File: src/rtl/dircc_mem_stream_reader.sv
`default_nettype none
// ============================================================================
// Module      : dircc_mem_stream_reader
// Description : Reads a run of halfwords from a 16-bit memory port and emits
//               them as a sop/eop-framed stream through a 2-entry buffer.
// Revision    : 1.0 - initial release
// ============================================================================
module dircc_mem_stream_reader #(
    parameter int MEM_WORDS = 20480,
    parameter int ADDR_W    = 15
) (
    input  logic              i_clk,
    input  logic              i_reset,
    input  logic              i_cmd_valid,
    output logic              o_cmd_ready,
    input  logic [ADDR_W-1:0] i_cmd_addr,
    input  logic [ADDR_W:0]   i_cmd_len,
    output logic [ADDR_W-1:0] o_address2,
    output logic              o_chipselect2,
    output logic              o_clken2,
    output logic              o_write2,
    output logic [1:0]        o_byteenable2,
    output logic [15:0]       o_writedata2,
    input  logic [15:0]       i_readdata2,
    output logic              o_st_valid,
    input  logic              i_st_ready,
    output logic [15:0]       o_st_data,
    output logic              o_st_sop,
    output logic              o_st_eop,
    output logic              o_busy,
    output logic              o_done
);

    typedef enum logic [1:0] {
        S_IDLE   = 2'd0,
        S_READ   = 2'd1,
        S_DRAIN  = 2'd2,
        S_FINISH = 2'd3
    } state_t;

    localparam logic [ADDR_W:0]   c_MEM_WORDS = (ADDR_W+1)'(MEM_WORDS);
    localparam logic [ADDR_W:0]   c_ONE       = (ADDR_W+1)'(1);
    localparam logic [ADDR_W-1:0] c_LAST_ADDR = ADDR_W'(MEM_WORDS - 1);

    state_t            r_state;
    logic              r_cmd_ready;
    logic              r_busy;
    logic              r_done;
    logic [ADDR_W-1:0] r_addr;
    logic [ADDR_W:0]   r_len;
    logic [ADDR_W:0]   r_issue_cnt;

    // Read issued last cycle: its data is on i_readdata2 this cycle.
    logic              r_pend;
    logic              r_pend_sop;
    logic              r_pend_eop;

    logic [17:0]       r_fifo [2];
    logic              r_wptr;
    logic              r_rptr;
    logic [1:0]        r_count;

    logic              w_st_valid;
    logic              w_pop;
    logic [2:0]        w_occ_after;
    logic [2:0]        w_left;
    logic              w_issue;
    logic              w_first;
    logic              w_last;
    logic              w_accept;
    logic [ADDR_W:0]   w_len_clamped;
    logic [ADDR_W-1:0] w_addr_inc;
    logic [17:0]       w_head;

    assign w_st_valid    = (r_count != 2'd0);
    assign w_pop         = w_st_valid & i_st_ready;
    assign w_occ_after   = {1'b0, r_count} - {2'b00, w_pop};
    assign w_left        = w_occ_after + {2'b00, r_pend};
    // Occupancy is counted after this cycle's pop so one read per cycle can
    // be sustained while at most two halfwords are buffered or in flight.
    assign w_issue       = (r_state == S_READ) && (w_left < 3'd2);
    assign w_first       = (r_issue_cnt == '0);
    assign w_last        = (r_issue_cnt == (r_len - c_ONE));
    assign w_accept      = r_cmd_ready & i_cmd_valid;
    assign w_len_clamped = (i_cmd_len > c_MEM_WORDS) ? c_MEM_WORDS : i_cmd_len;
    assign w_addr_inc    = (r_addr == c_LAST_ADDR) ? '0 : (r_addr + 1'b1);
    assign w_head        = r_fifo[r_rptr];

    always_ff @(posedge i_clk or posedge i_reset) begin
        if (i_reset) begin
            r_state     <= S_IDLE;
            r_cmd_ready <= 1'b0;
            r_busy      <= 1'b0;
            r_done      <= 1'b0;
            r_addr      <= '0;
            r_len       <= '0;
            r_issue_cnt <= '0;
        end else begin
            case (r_state)
                S_IDLE: begin
                    r_done <= 1'b0;
                    if (w_accept) begin
                        r_cmd_ready <= 1'b0;
                        r_addr      <= i_cmd_addr;
                        r_len       <= w_len_clamped;
                        r_issue_cnt <= '0;
                        if (w_len_clamped == '0) begin
                            r_state <= S_FINISH;
                            r_done  <= 1'b1;
                        end else begin
                            r_state <= S_READ;
                            r_busy  <= 1'b1;
                        end
                    end else begin
                        r_cmd_ready <= 1'b1;
                    end
                end
                S_READ: begin
                    if (w_issue) begin
                        r_addr      <= w_addr_inc;
                        r_issue_cnt <= r_issue_cnt + c_ONE;
                        if (w_last) begin
                            r_state <= S_DRAIN;
                        end
                    end
                end
                S_DRAIN: begin
                    if (w_left == 3'd0) begin
                        r_state <= S_FINISH;
                        r_busy  <= 1'b0;
                        r_done  <= 1'b1;
                    end
                end
                S_FINISH: begin
                    r_state     <= S_IDLE;
                    r_done      <= 1'b0;
                    r_cmd_ready <= 1'b1;
                end
                default: begin
                    r_state <= S_IDLE;
                end
            endcase
        end
    end

    always_ff @(posedge i_clk or posedge i_reset) begin
        if (i_reset) begin
            r_pend     <= 1'b0;
            r_pend_sop <= 1'b0;
            r_pend_eop <= 1'b0;
            r_fifo[0]  <= '0;
            r_fifo[1]  <= '0;
            r_wptr     <= 1'b0;
            r_rptr     <= 1'b0;
            r_count    <= 2'd0;
        end else begin
            r_pend     <= w_issue;
            r_pend_sop <= w_issue & w_first;
            r_pend_eop <= w_issue & w_last;
            if (r_pend) begin
                r_fifo[r_wptr] <= {i_readdata2, r_pend_sop, r_pend_eop};
                r_wptr         <= ~r_wptr;
            end
            if (w_pop) begin
                r_rptr <= ~r_rptr;
            end
            r_count <= r_count + {1'b0, r_pend} - {1'b0, w_pop};
        end
    end

    assign o_cmd_ready   = r_cmd_ready;
    assign o_address2    = r_addr;
    assign o_chipselect2 = w_issue;
    assign o_clken2      = w_issue;
    assign o_write2      = 1'b0;
    assign o_byteenable2 = 2'b11;
    assign o_writedata2  = 16'h0000;
    assign o_st_valid    = w_st_valid;
    assign o_st_data     = w_head[17:2];
    assign o_st_sop      = w_st_valid & w_head[1];
    assign o_st_eop      = w_st_valid & w_head[0];
    assign o_busy        = r_busy;
    assign o_done        = r_done;

endmodule
`default_nettype wire

File: config.mk
export PLATFORM = sky130hd
export DESIGN_NAME = dircc_mem_stream_reader
export DESIGN_NICKNAME = d
export VERILOG_FILES = /design/src/rtl/dircc_mem_stream_reader.sv
export SDC_FILE = /design/constraint.sdc
export NUM_CORES = 1
export LEC_CHECK = 0
export BUFFER_PORTS_ARGS = -buffer_cell sky130_fd_sc_hd__buf_2
export CAP_MARGIN = 10
export CELL_PAD_IN_SITES_DETAIL_PLACEMENT = 1
export CELL_PAD_IN_SITES_GLOBAL_PLACEMENT = 1
export CORE_MARGIN = 2
export CORE_UTILIZATION = 38
export CTS_CLUSTER_SIZE = 12
export DETAILED_ROUTE_END_ITERATION = 8
export PLACE_DENSITY = 0.83
export SLEW_MARGIN = 40
export SYNTH_ARGS = -nofsm -noshare
export SYNTH_HDL_FRONTEND = slang
export SYNTH_SLANG_ARGS = --single-unit
File: constraint.sdc
create_clock -name i_clk -period 2.71 [get_ports i_clk]
set_input_delay 0.1355 -clock i_clk [delete_from_list [all_inputs] [get_ports i_clk]]
set_output_delay 0.1355 -clock i_clk [all_outputs]
set_load 0.01 [all_outputs]
After elaboration in Yosys (flattened, before gate mapping)
Index checks and enable logic that the tools add are counted.
W data, S select, Z words.
{"block": "totals", "out_inout_bits": 58, "regBits": 95}
{"block": "op_classes", "order_cmp": 5, "n_eq_ne": 10, "muxes": 30, "add_sub_neg": 7, "n_bitwise": 10, "n_reduce_logical": 16}
{"cell": "$mux W18", "count": 4}
{"cell": "$mux W16", "count": 3}
{"cell": "$mux W15", "count": 3}
{"cell": "$bwmux W36", "count": 1}
{"cell": "$logic_not A16 Y1", "count": 2}
{"cell": "$pmux W16 S2", "count": 1}
{"cell": "$pmux W15 S2", "count": 1}
{"cell": "$demux W18 S1", "count": 1}
{"cell": "$add A16 B1 Y16 const B", "count": 1}
{"cell": "$eq A16 B16 Y1", "count": 1}
{"cell": "$gt A16 B15 Y1 const B", "count": 1}
{"cell": "$sub A16 B1 Y16 const B", "count": 1}
{"cell": "$add A15 B1 Y15 const B", "count": 1}
{"cell": "$eq A15 B15 Y1 const B", "count": 1}
{"cell": "$mux W2", "count": 5}
{"cell": "$ne A2 B2 Y1 const B", "count": 5}
{"cell": "$pmux W2 S4", "count": 1}
{"cell": "$reduce_and A4 Y1", "count": 2}
{"cell": "$reduce_bool A2 Y1", "count": 4}
{"cell": "$mux W1", "count": 7}
{"cell": "$and A1 B1 Y1", "count": 6}
{"cell": "$eq A2 B2 Y1 const B", "count": 2}
{"cell": "$ge A2 B2 Y1 const B", "count": 2}
{"cell": "$not A1 Y2", "count": 2}
{"cell": "other kinds (16)", "count": 20}

Logic depth before layout (Yosys ltp)
{"block": "depth", "ltp_word": 8, "depth_mapped": 13}

Least setup slack after synthesis
No wires, ideal clock.
{"block": "synth_timing", "path_type": "reg-to-reg", "startpoint": "reg r_count[1]", "endpoint": "reg r_issue_cnt[15]", "setup_ps": 131, "n_path_buf": 0, "t_arrival_ps": 2665, "path_slack_ps": -85, "path_stages_with_launch": 13, "required_time_ps": 2579, "path_cell_list": "dfrtp_1 > nor2_1 > nor2b_1 > ha_1 > inv_1 > ha_1 > fa_1 > xnor2_1 > o21ai_1 > nand3_1 > nor4_1 > xnor2_1 > nor2_1"}
{"block": "synth_via", "elab_chain_cells": 8}
{"element": "start: declaration", "line_no": "61", "text": "logic [1:0] r_count;"}
{"element": "start signal: assignment", "line_no": "167", "text": "r_count <= r_count + {1'b0, r_pend} - {1'b0, w_pop};"}
{"element": "$reduce_bool A2 Y1", "line_no": "75", "text": "assign w_st_valid = (r_count != 2'd0);"}
{"element": "$and A1 B1 Y1", "line_no": "76", "text": "assign w_pop = w_st_valid & i_st_ready;"}
{"element": "via w_pop", "line_no": "64", "text": "logic w_pop;"}
{"element": "$sub A2 B1 Y3", "line_no": "77", "text": "assign w_occ_after = {1'b0, r_count} - {2'b00, w_pop};"}
{"element": "$add A3 B1 Y3", "line_no": "78", "text": "assign w_left = w_occ_after + {2'b00, r_pend};"}
{"element": "$lt A3 B2 Y1", "line_no": "81", "text": "assign w_issue = (r_state == S_READ) && (w_left < 3'd2);"}
{"element": "$logic_and A1 B1 Y1", "line_no": "81"}
{"element": "$ne A2 B2 Y1 (no line)"}
{"element": "$reduce_and A3 Y1 (no line)"}
{"element": "end signal: assignment", "line_no": "121", "text": "r_issue_cnt <= r_issue_cnt + c_ONE;"}
{"element": "end: declaration", "line_no": "51", "text": "logic [ADDR_W:0] r_issue_cnt;"}
The timed path passes the listed nets, and every way through them passes these cells.
A chain may end at the register's enable or synchronous reset.

Worst setup path after layout
{"block": "layout_timing", "startpoint": "reg r_count[0]", "endpoint": "reg r_issue_cnt[11]"}
Same word-level chain as after synthesis.

==> results.yml <==
route:
  num_vias: 4405
  via_per_inst: 5.37
  postRouteAntennaNets: 0
  drc: 0
  wirelength_um: 14400
  first_pass_iters: 4
  wire_per_inst_um: 17.6
  drt_iter0_drc: 226
pwr:
  peakVddDrop_mv: 0.636
  report.power.total_w: 0.00805
  p_switching_w: 0.00333
  clock_power_share: 0.161
  p_sw_frac: 0.414
  power_density_nw_per_um2: 1220
  intPower_w: 0.00472
  seq_power_share: 0.319
  leakage_nw: 2.99
  power_frac_comb: 0.521
setup_path:
  crit_arrival_ns: 2.96
  r2r_end: "r_issue_cnt[11]"
  cp_cell_sequence: "nor2_2 > nor2b_2 > ha_1 > inv_1 > ha_2 > fa_2 > xnor2_2 > o21ai_1 > buf_4 > nand3_2 > or3_1 > a21oi_1"
  cp-end-kind: "register"
  crit_end: "r_issue_cnt[11]"
  cpMaxStageDelayCell: "or3_1"
  critPathBufInv: 2
  startpoint_type: "register"
  cpPeakStageDelay_ns: 0.41
  critPathKind: "reg -> reg"
  path_max_fanout: 6
  cp_data_required_time_ns: 2.98
  critPathLaunch: "r_count[0]"
  rr_worst_depth: 12
  path_depth: 12
  crit_family: "adder cells"
  r2r_slack_ns: 0.02
  r2r_start: "r_count[0]"
logic_synthesis:
  synth_edf_count: 0
  ys.flop_type: "dfrtp_1"
  netlist_top_cells_area: "dfrtp_1, mux2_2, mux2_1, xor2_1, buf_4"
  async_reset_ff_frac: 1.00
  yosysUniqueCellTypes: 62
  syn_inst: 520
  yosys_warnings: 0
  synth_top_area_cell: "dfrtp_1"
  ys_seq_area_frac: 0.450
  synth_area_um2: 5290
  yosys.area.top_type_share: 0.450
  ys_seq_elements: 95
  avgSynthCellArea_um2: 10.2
cells_and_area:
  final_area_um2: 6570
  finish.utilization: 0.479
  diodes: 0
  area_growth_pct: 24.4
  final_nets: 698
  final.fill_count: 1590
  drive_gt1_frac: 0.337
  layout_commonest_cell: "dfrtp_1"
  layout_common_cells: "dfrtp_1, buf_2, mux2_2"
die:
  initial_core_util: 0.385
  die_x_um: 122
  core_area_um2: 13700
  pin_count: 109
  die-area_um2: 14900
  num_rows: 43
  die_y_um: 122
clock_tree:
  cts.htree.levels: 3
  numCtsBuffers: 9
  root_buffer: "clkbuf_16"
  cts_tree: "done"
  clock_latency_ns: 0.35
  cts_buffer_depth: 2
  cts.sinks: 95
  path_clk_slew_ns: 0.07
timing:
  slew_violations: 0
  rsz0062_at_grt: "yes"
  finalSetupViolCount: 0
  skew_ns: 0.00347
  clock.fmax_mhz: 372
  relSlewSlack: 0.515
  finalCritPeriodShare: 0.991
  hold_viol: 0
  layout_min_cycle_time_ns: 2.69
  tightest_slew_ns: 0.728
place:
  dp_hpwl_um: 10400
  placed_area_um2: 6050
  port_buffers: 89
  place_congestion: 0.874
worst_hold_path:
  hold_class: "in -> reg"
grt:
  grt_pass1_wl_um: 23100
  antenna_found_initial: 0
  first_global_vias: 4622
  grt_usage: 0.198
  grt_max_degree: 57
  overflow: 0
run:
  maxCapViolations: 0
run_status:
  status: "completed"
## synthesized netlist by cell type (all sizes together) (14+ instances only)
master  instances
nor2           33
nand2          31
buf            22
xor2           18
mux2           53
o21ai          33
dfrtp          95
xnor2          16
nand3          17
nor3           17
inv            22
clkbuf         19
a21oi          18
a22o           14
## metrics by stage
stage / std cells / TNS, ns / worst slack, ns / hold slack (ns)
2_1_floorplan: 537 / -0.111 / -0.0344 / 0.258
3_3_place_gp: 795 / 0 / 0.0452 / 0.300
3_5_place_dp: 795 / -0.857 / -0.170 / 0.308
4_1_cts: 814 / 0 / 0.0195 / 0.0000608
5_1_grt: 821 / -0.934 / -0.117 / 0.00443
6_report: 821 / 0 / 0.0243 / 0.0144
## timing repair
action / 4_1_cts / 5_1_grt
pin swaps: 5 / 5
gates resized for setup: 11 / 24
hold endpoints to repair: 39 / 2
hold buffers: 1 / 2
endpoints found under the setup margin: 15 / 27
buffers inserted: 2 / 5
## worst reg2reg max path, cell delays in order, from the launching register on
cell	delay, ns
dfrtp_1	0.39
nor2_2	0.14
nor2b_2	0.06
ha_1	0.27
inv_1	0.05
ha_2	0.17
fa_2	0.36
xnor2_2	0.16
o21ai_1	0.14
buf_4	0.15
nand3_2	0.15
or3_1	0.41
a21oi_1	0.17
## kinds of logic (layout without fill, tap and decap cells)
logic type / Yosys count / count (layout) / share of synthesized area
muxes: 56 / 56 / 0.119
DFF: 95 / 95 / 0.450
buffers and inverters: 63 / 167 / 0.0604
adders and majority gates: 11 / 11 / 0.0275
xor gates and xnor gates: 34 / 34 / 0.0563
other: 2 / 19 / 0.00142
and+or+nand+nor: 161 / 161 / 0.164
AOI/OAI and AO/OA: 98 / 98 / 0.122
## cell type report
cell class	instances	area (um^2)	share of cell area
clock inverters	5	63.8	0.00971
repair buffers	129	785	0.119
well taps	180	225	0.0343
multi-input cells	379	2800	0.426
clock buffers	11	233	0.0354
inverters	22	83.8	0.0128
flip-flops and latches	95	2380	0.362
## registers in the layout, summed over array words and instances, names as in the netlist
name	cells
r_fifo	36
r_issue_cnt	16
r_len	16
o_address2	15
r_count	2
r_state	2
o_busy	1
o_cmd_ready	1
o_done	1
r_pend	1
r_pend_eop	1
r_pend_sop	1
r_rptr	1
r_wptr	1
## layer usage
layer / vias to the layer above / routed length (um) / track usage
li1: 2067 / - / -
met1: 2233 / 6390 / 0.247
met2: 95 / 7310 / 0.344
met3: 10 / 628 / 0.0492
met4: 0 / 118 / 0.0474
met5: - / 0 / 0
## power groups by stage
stage	clock network (W)	registers [W]	logic (W)
after global placement	0	0.00250	0.00361
after floorplan	0	0.00241	0.00255
final	0.00129	0.00256	0.00419
after global routing	0.00139	0.00265	0.00456
after detailed placement	0	0.00257	0.00383
after CTS	0.00133	0.00255	0.00396
## worst min path at each step
stage	startpoint	endpoint	slack [ns]	cells after the start
3_5_place_dp	i_reset	r_fifo[21]	0.31	3
2_1_floorplan	i_cmd_addr[14]	o_address2[14]	0.26	2
5_1_grt	i_readdata2[10]	r_fifo[30]	0.004	2
6_report	i_readdata2[10]	r_fifo[30]	0.01	2
4_1_cts	i_readdata2[4]	r_fifo[24]	0.00006	2
3_3_place_gp	i_reset	r_fifo[21]	0.30	3
Power figures use the tool's default switching activity.
